[config.mk]
export PLATFORM = sky130hd
export DESIGN_NAME = gfx_write_arbiter
export DESIGN_NICKNAME = d
export VERILOG_FILES = /design/src/rtl/gfx_write_arbiter.sv
export SDC_FILE = /design/constraint.sdc
export NUM_CORES = 1
export LEC_CHECK = 0
export ABC_AREA = 0
export ABC_CLOCK_PERIOD_IN_PS = 1800
export CELL_PAD_IN_SITES_DETAIL_PLACEMENT = 1
export CELL_PAD_IN_SITES_GLOBAL_PLACEMENT = 1
export CORE_AREA = 2 2 280 282
export CTS_CLUSTER_DIAMETER = 150
export DETAILED_ROUTE_END_ITERATION = 7
export DIE_AREA = 0 0 282 284
export GPL_TIMING_DRIVEN = 0
export PLACE_DENSITY_LB_ADDON = 0.1
export SKIP_LAST_GASP = 1
export SLEW_MARGIN = 30
export SYNTH_ARGS = -nofsm -noshare
export SYNTH_HDL_FRONTEND = slang
export SYNTH_SLANG_ARGS = --single-unit
[constraint.sdc]
create_clock -name clk -period 1.8 [get_ports clk]
set_clock_uncertainty 0.2 [all_clocks]
set_input_delay 0.27 -clock clk [delete_from_list [all_inputs] [get_ports clk]]
set_output_delay 0.27 -clock clk [all_outputs]
set_load 0.02 [all_outputs]
[src/rtl/gfx_write_arbiter.sv]
// Three-way round-robin write arbiter feeding the DDR2 address and write-data FIFOs.
// Each granted burst is one address command plus two 128-bit data beats.
module gfx_write_arbiter #(
    parameter int unsigned ADDR_W = 31
) (
    input  logic              clk,
    input  logic              rst,
    input  logic [2:0]        req,
    input  logic [ADDR_W-1:0] addr0,
    input  logic [ADDR_W-1:0] addr1,
    input  logic [ADDR_W-1:0] addr2,
    input  logic [127:0]      din0,
    input  logic [127:0]      din1,
    input  logic [127:0]      din2,
    input  logic [15:0]       mask0,
    input  logic [15:0]       mask1,
    input  logic [15:0]       mask2,
    output logic [2:0]        ack,
    output logic              last,
    input  logic              af_full,
    input  logic              wdf_full,
    output logic [2:0]        af_cmd_din,
    output logic [ADDR_W-1:0] af_addr_din,
    output logic              af_wr_en,
    output logic [127:0]      wdf_din,
    output logic [15:0]       wdf_mask_din,
    output logic              wdf_wr_en,
    output logic              busy
);

    localparam int unsigned IDX_W = 2;

    typedef enum logic [1:0] {
        IDLE  = 2'd0,
        CMD   = 2'd1,
        BEAT1 = 2'd2
    } state_t;

    state_t           state, state_nxt;
    logic [IDX_W-1:0] g, g_nxt;
    logic [IDX_W-1:0] ptr, ptr_nxt;
    logic [IDX_W-1:0] pick;
    logic [IDX_W-1:0] cand;
    logic             found;
    logic             req_g;

    // Rotating priority search: ptr+1, ptr+2, ptr+3 (mod 3).
    always_comb begin
        pick  = '0;
        found = 1'b0;
        cand  = ptr;
        for (int k = 0; k < 3; k++) begin
            cand = (cand == IDX_W'(2)) ? '0 : IDX_W'(cand + IDX_W'(1));
            if (!found && req[cand]) begin
                pick  = cand;
                found = 1'b1;
            end
        end
    end

    // Data-path muxes steered by the registered grant.
    always_comb begin
        case (g)
            2'd1: begin
                req_g        = req[1];
                af_addr_din  = addr1;
                wdf_din      = din1;
                wdf_mask_din = mask1;
            end
            2'd2: begin
                req_g        = req[2];
                af_addr_din  = addr2;
                wdf_din      = din2;
                wdf_mask_din = mask2;
            end
            default: begin
                req_g        = req[0];
                af_addr_din  = addr0;
                wdf_din      = din0;
                wdf_mask_din = mask0;
            end
        endcase
    end

    assign af_cmd_din = 3'b000;
    assign busy       = (state != IDLE) && !rst;

    always_ff @(posedge clk) begin
        if (rst) begin
            state <= IDLE;
            g     <= '0;
            ptr   <= IDX_W'(2);
        end else begin
            state <= state_nxt;
            g     <= g_nxt;
            ptr   <= ptr_nxt;
        end
    end

    always_comb begin
        state_nxt = state;
        g_nxt     = g;
        ptr_nxt   = ptr;
        af_wr_en  = 1'b0;
        wdf_wr_en = 1'b0;
        ack       = '0;
        last      = 1'b0;
        case (state)
            IDLE: begin
                if (found) begin
                    g_nxt     = pick;
                    state_nxt = CMD;
                end
            end
            CMD: begin
                if (!req_g) begin
                    state_nxt = IDLE;
                end else if (!af_full && !wdf_full) begin
                    af_wr_en  = 1'b1;
                    wdf_wr_en = 1'b1;
                    ack       = 3'(3'd1 << g);
                    state_nxt = BEAT1;
                end
            end
            BEAT1: begin
                // Requester holds beat-1 data until last, so req is not consulted here.
                if (!wdf_full) begin
                    wdf_wr_en = 1'b1;
                    ack       = 3'(3'd1 << g);
                    last      = 1'b1;
                    ptr_nxt   = g;
                    state_nxt = IDLE;
                end
            end
            default: state_nxt = IDLE;
        endcase
        // Enables are held off while reset is asserted even if state has not yet cleared.
        if (rst) begin
            af_wr_en  = 1'b0;
            wdf_wr_en = 1'b0;
            ack       = '0;
            last      = 1'b0;
        end
    end

endmodule

==> impl_metrics.env <==
export IMPL_drc=0
export IMPL_timing_rr_start="g[0]$_SDFFE_PP0P_"
export IMPL_drt_iter0_markers=187
export IMPL_violations="negative setup slack"
export IMPL_grt_pass1_wl_um=76200
export IMPL_peakVddDrop_mv=0.195
export IMPL_postRouteAntennaNets=0
export IMPL_yosysTopAreaCell="a22oi_1"
export IMPL_synth_area_leaders="a22oi_1, a21oi_1, nor2_1, buf_2, dfxtp_1"
export IMPL_finalPower_mw=6.42
export IMPL_clk_latency_ns=0.23
export IMPL_synth_async_sr_flop_share_pct=0
export IMPL_cp_max_fo=5
export IMPL_area_growth_pct=310
export IMPL_path_clk_slew_ns=0.03
export IMPL_layout_setup_ws_ns=-0.553
export IMPL_cts_sinks=6
export IMPL_finalCritPeriodShare_pct=131
export IMPL_cts_tree="yes"
export IMPL_dieArea_mm2=0.0801
export IMPL_htree_num_levels=1
export IMPL_vias_per_cell=3.42
export IMPL_powerDensity_mw_per_mm2=418
export IMPL_grt_use_total_pct=13.3
export IMPL_synth_edf_count=0
export IMPL_placed_cell_area_mm2=0.0133
export IMPL_status="complete, but fails checks"
export IMPL_criticalPathCategory="reg2out"
export IMPL_cp_data_required_time_ns=1.33
export IMPL_fmax_mhz=425
export IMPL_root_buffer="clkbuf_16"
export IMPL_ios=717
export IMPL_p_sw_mw=2.91
export IMPL_busiest_layer="met2"
export IMPL_rsz0062_at_grt="true"
export IMPL_fin_nets=1973
export IMPL_grt_max_degree=11
export IMPL_power_frac_seq_pct=2.3
export IMPL_synth_seq_cells=6
export IMPL_switching_share_pct=45.3
export IMPL_routed_wl_um=58000
export IMPL_finalHoldViolations=0
export IMPL_synth_distinct_cells=27
export IMPL_final_layout_size_suffix_gt1_share_pct=40.7
export IMPL_grt_pass1_vias=9039
export IMPL_ys_seq_area_share_pct=3.20
export IMPL_finalMaxSlewViolations=0
export IMPL_met2_usage_pct=27.2
export IMPL_first_pass_iters=4
export IMPL_use_met3_pct=2.79
export IMPL_period_needed_ns=2.35
export IMPL_synthFlopType="dfxtp_1"
export IMPL_fin_setup_tns_ns=-90.60
export IMPL_hold_path_class="in2reg"
export IMPL_syn_avg_cell_area_um2=5.61
export IMPL_hpwl_um=48000
export IMPL_cts_buffers=3
export IMPL_start_util_pct=4.87
export IMPL_cp_arrival_ns=1.88
export IMPL_clk_path_buf_depth=2
export IMPL_hold_start="rst"
export IMPL_core_area_mm2=0.0770
export IMPL_final_core_util_pct=20.0
export IMPL_place_port_buffers=712
export IMPL_rows=102
export IMPL_synth_warnings=0
export IMPL_num_fill_cells=8913
export IMPL_finalInstanceArea_mm2=0.0154
export IMPL_finalWeightedCongestion=0.764
export IMPL_crit_path_end_kind="output port"
export IMPL_startpoint_type="flop"
export IMPL_syn_area_mm2=0.00375
export IMPL_overflow=0
export IMPL_intPower_mw=3.51
export IMPL_vias=8486
export IMPL_power_leakage_nw=5.31
export IMPL_synth_top_area_share_pct=35.0
export IMPL_clkPwrFrac_pct=5.6
export IMPL_fp_dieH_um=284
export IMPL_grtUsageMet1_pct=14.3
export IMPL_startpoint="g[0]$_SDFFE_PP0P_"
export IMPL_antenna_found_initial=7
export IMPL_setup_violations=180
export IMPL_combPwrFrac_pct=92.1
export IMPL_synthTopCellsByCount="a21oi_1, nor2_1, a22oi_1"
export IMPL_max_cap_violations=0
export IMPL_die_x_um=282
export IMPL_synthCells=669
export IMPL_avgRoutedWirePerCell_um=23.4
## logic make-up (layout without fill, tap and decap cells)
kind of cell	after synthesis	after routing	share of synthesized area (%)
compound gates	367	367	61.8
fa+ha+maj	6	6	2.00
buf+inv	94	856	12.8
flops	6	6	3.20
mux	1	1	0.267
other cells	1	8	0.100
simple gates	194	194	19.8
## worst max-delay path, cell delays in order, from the launching register on
cell and delay [ns]:
dfxtp_4 0.37, inv_4 0.05, ha_4 0.16, buf_12 0.13
a22oi_4 0.23, a211oi_4 0.10, o211ai_1 0.25, buf_4 0.20
nor2_2 0.04, buf_6 0.12
## metrics by stage
stage	setup WS (ns)	cells	hold WS, ns
3_3_place_gp	-1.27	2423	0.267
3_5_place_dp	-1.25	2423	0.270
2_1_floorplan	-0.142	671	0.224
4_1_cts	-0.630	2456	0.260
6_report	-0.553	2478	0.246
5_1_grt	-0.653	2476	0.305
## layer usage
layer / routed length [um] / share of wire [%]
met1: 21300 / 37
met2: 32600 / 56
met3: 3690 / 6.4
met4: 315 / 0.54
met5: 54 / 0.093
## sequential cells by signal, indices dropped and copies added, names as in the netlist
name	cells
g	2
state	2
ptr	2
## worst paths after layout
kind / to / slack, ns / depth (start not counted)
setup reg to reg: state[0]$_SDFFE_PP0P_ / 0.11 / 7
setup / recovery: ack[1] / -0.55 / 9
hold reg to reg: g[1]$_SDFFE_PP0P_ / 0.31 / 2
hold / removal: ptr[0]$_SDFFE_PP0N_ / 0.25 / 2
## cells in the final DEF (no fill, tap or decap), types with 21 or more instances in the layout
cell type	instances
a21oi_1	41
a22oi_2	74
a22oi_1	101
nor2_4	21
a21oi_2	73
clkdlybuf4s50_1	529
a21oi_4	68
buf_4	122
buf_12	38
nor2_1	144
buf_6	99
## power groups by stage
stage | registers, mW | clock network [mW] | logic (mW)
final | 0.146 | 0.361 | 5.91
after global routing | 0.148 | 0.377 | 6.27
after CTS | 0.146 | 0.373 | 5.63
after detailed placement | 0.148 | 0 | 5.13
after global placement | 0.148 | 0 | 5.14
after floorplan | 0.146 | 0 | 2.17
## area by class of cell
class                   instances  area (um^2)  area share [%]
repair buffers                765         7750            50.4
multi-input cells             571         4830            31.4
diodes                          5         12.5          0.0814
clock buffers                   3         75.1           0.488
inverters                      11         48.8           0.318
flip-flops and latches          6          128           0.830
plain buffers                  77         1220            7.96
well taps                    1040         1300            8.47
## timing repair
item                        CTS  global route
pin swaps                    13            34
resized for setup          1156           219
gates cloned                  9             8
buffers inserted             21            18
setup endpoints to repair   182           184
hold buffers                  0             0
(Power assumes the default switching activity.)
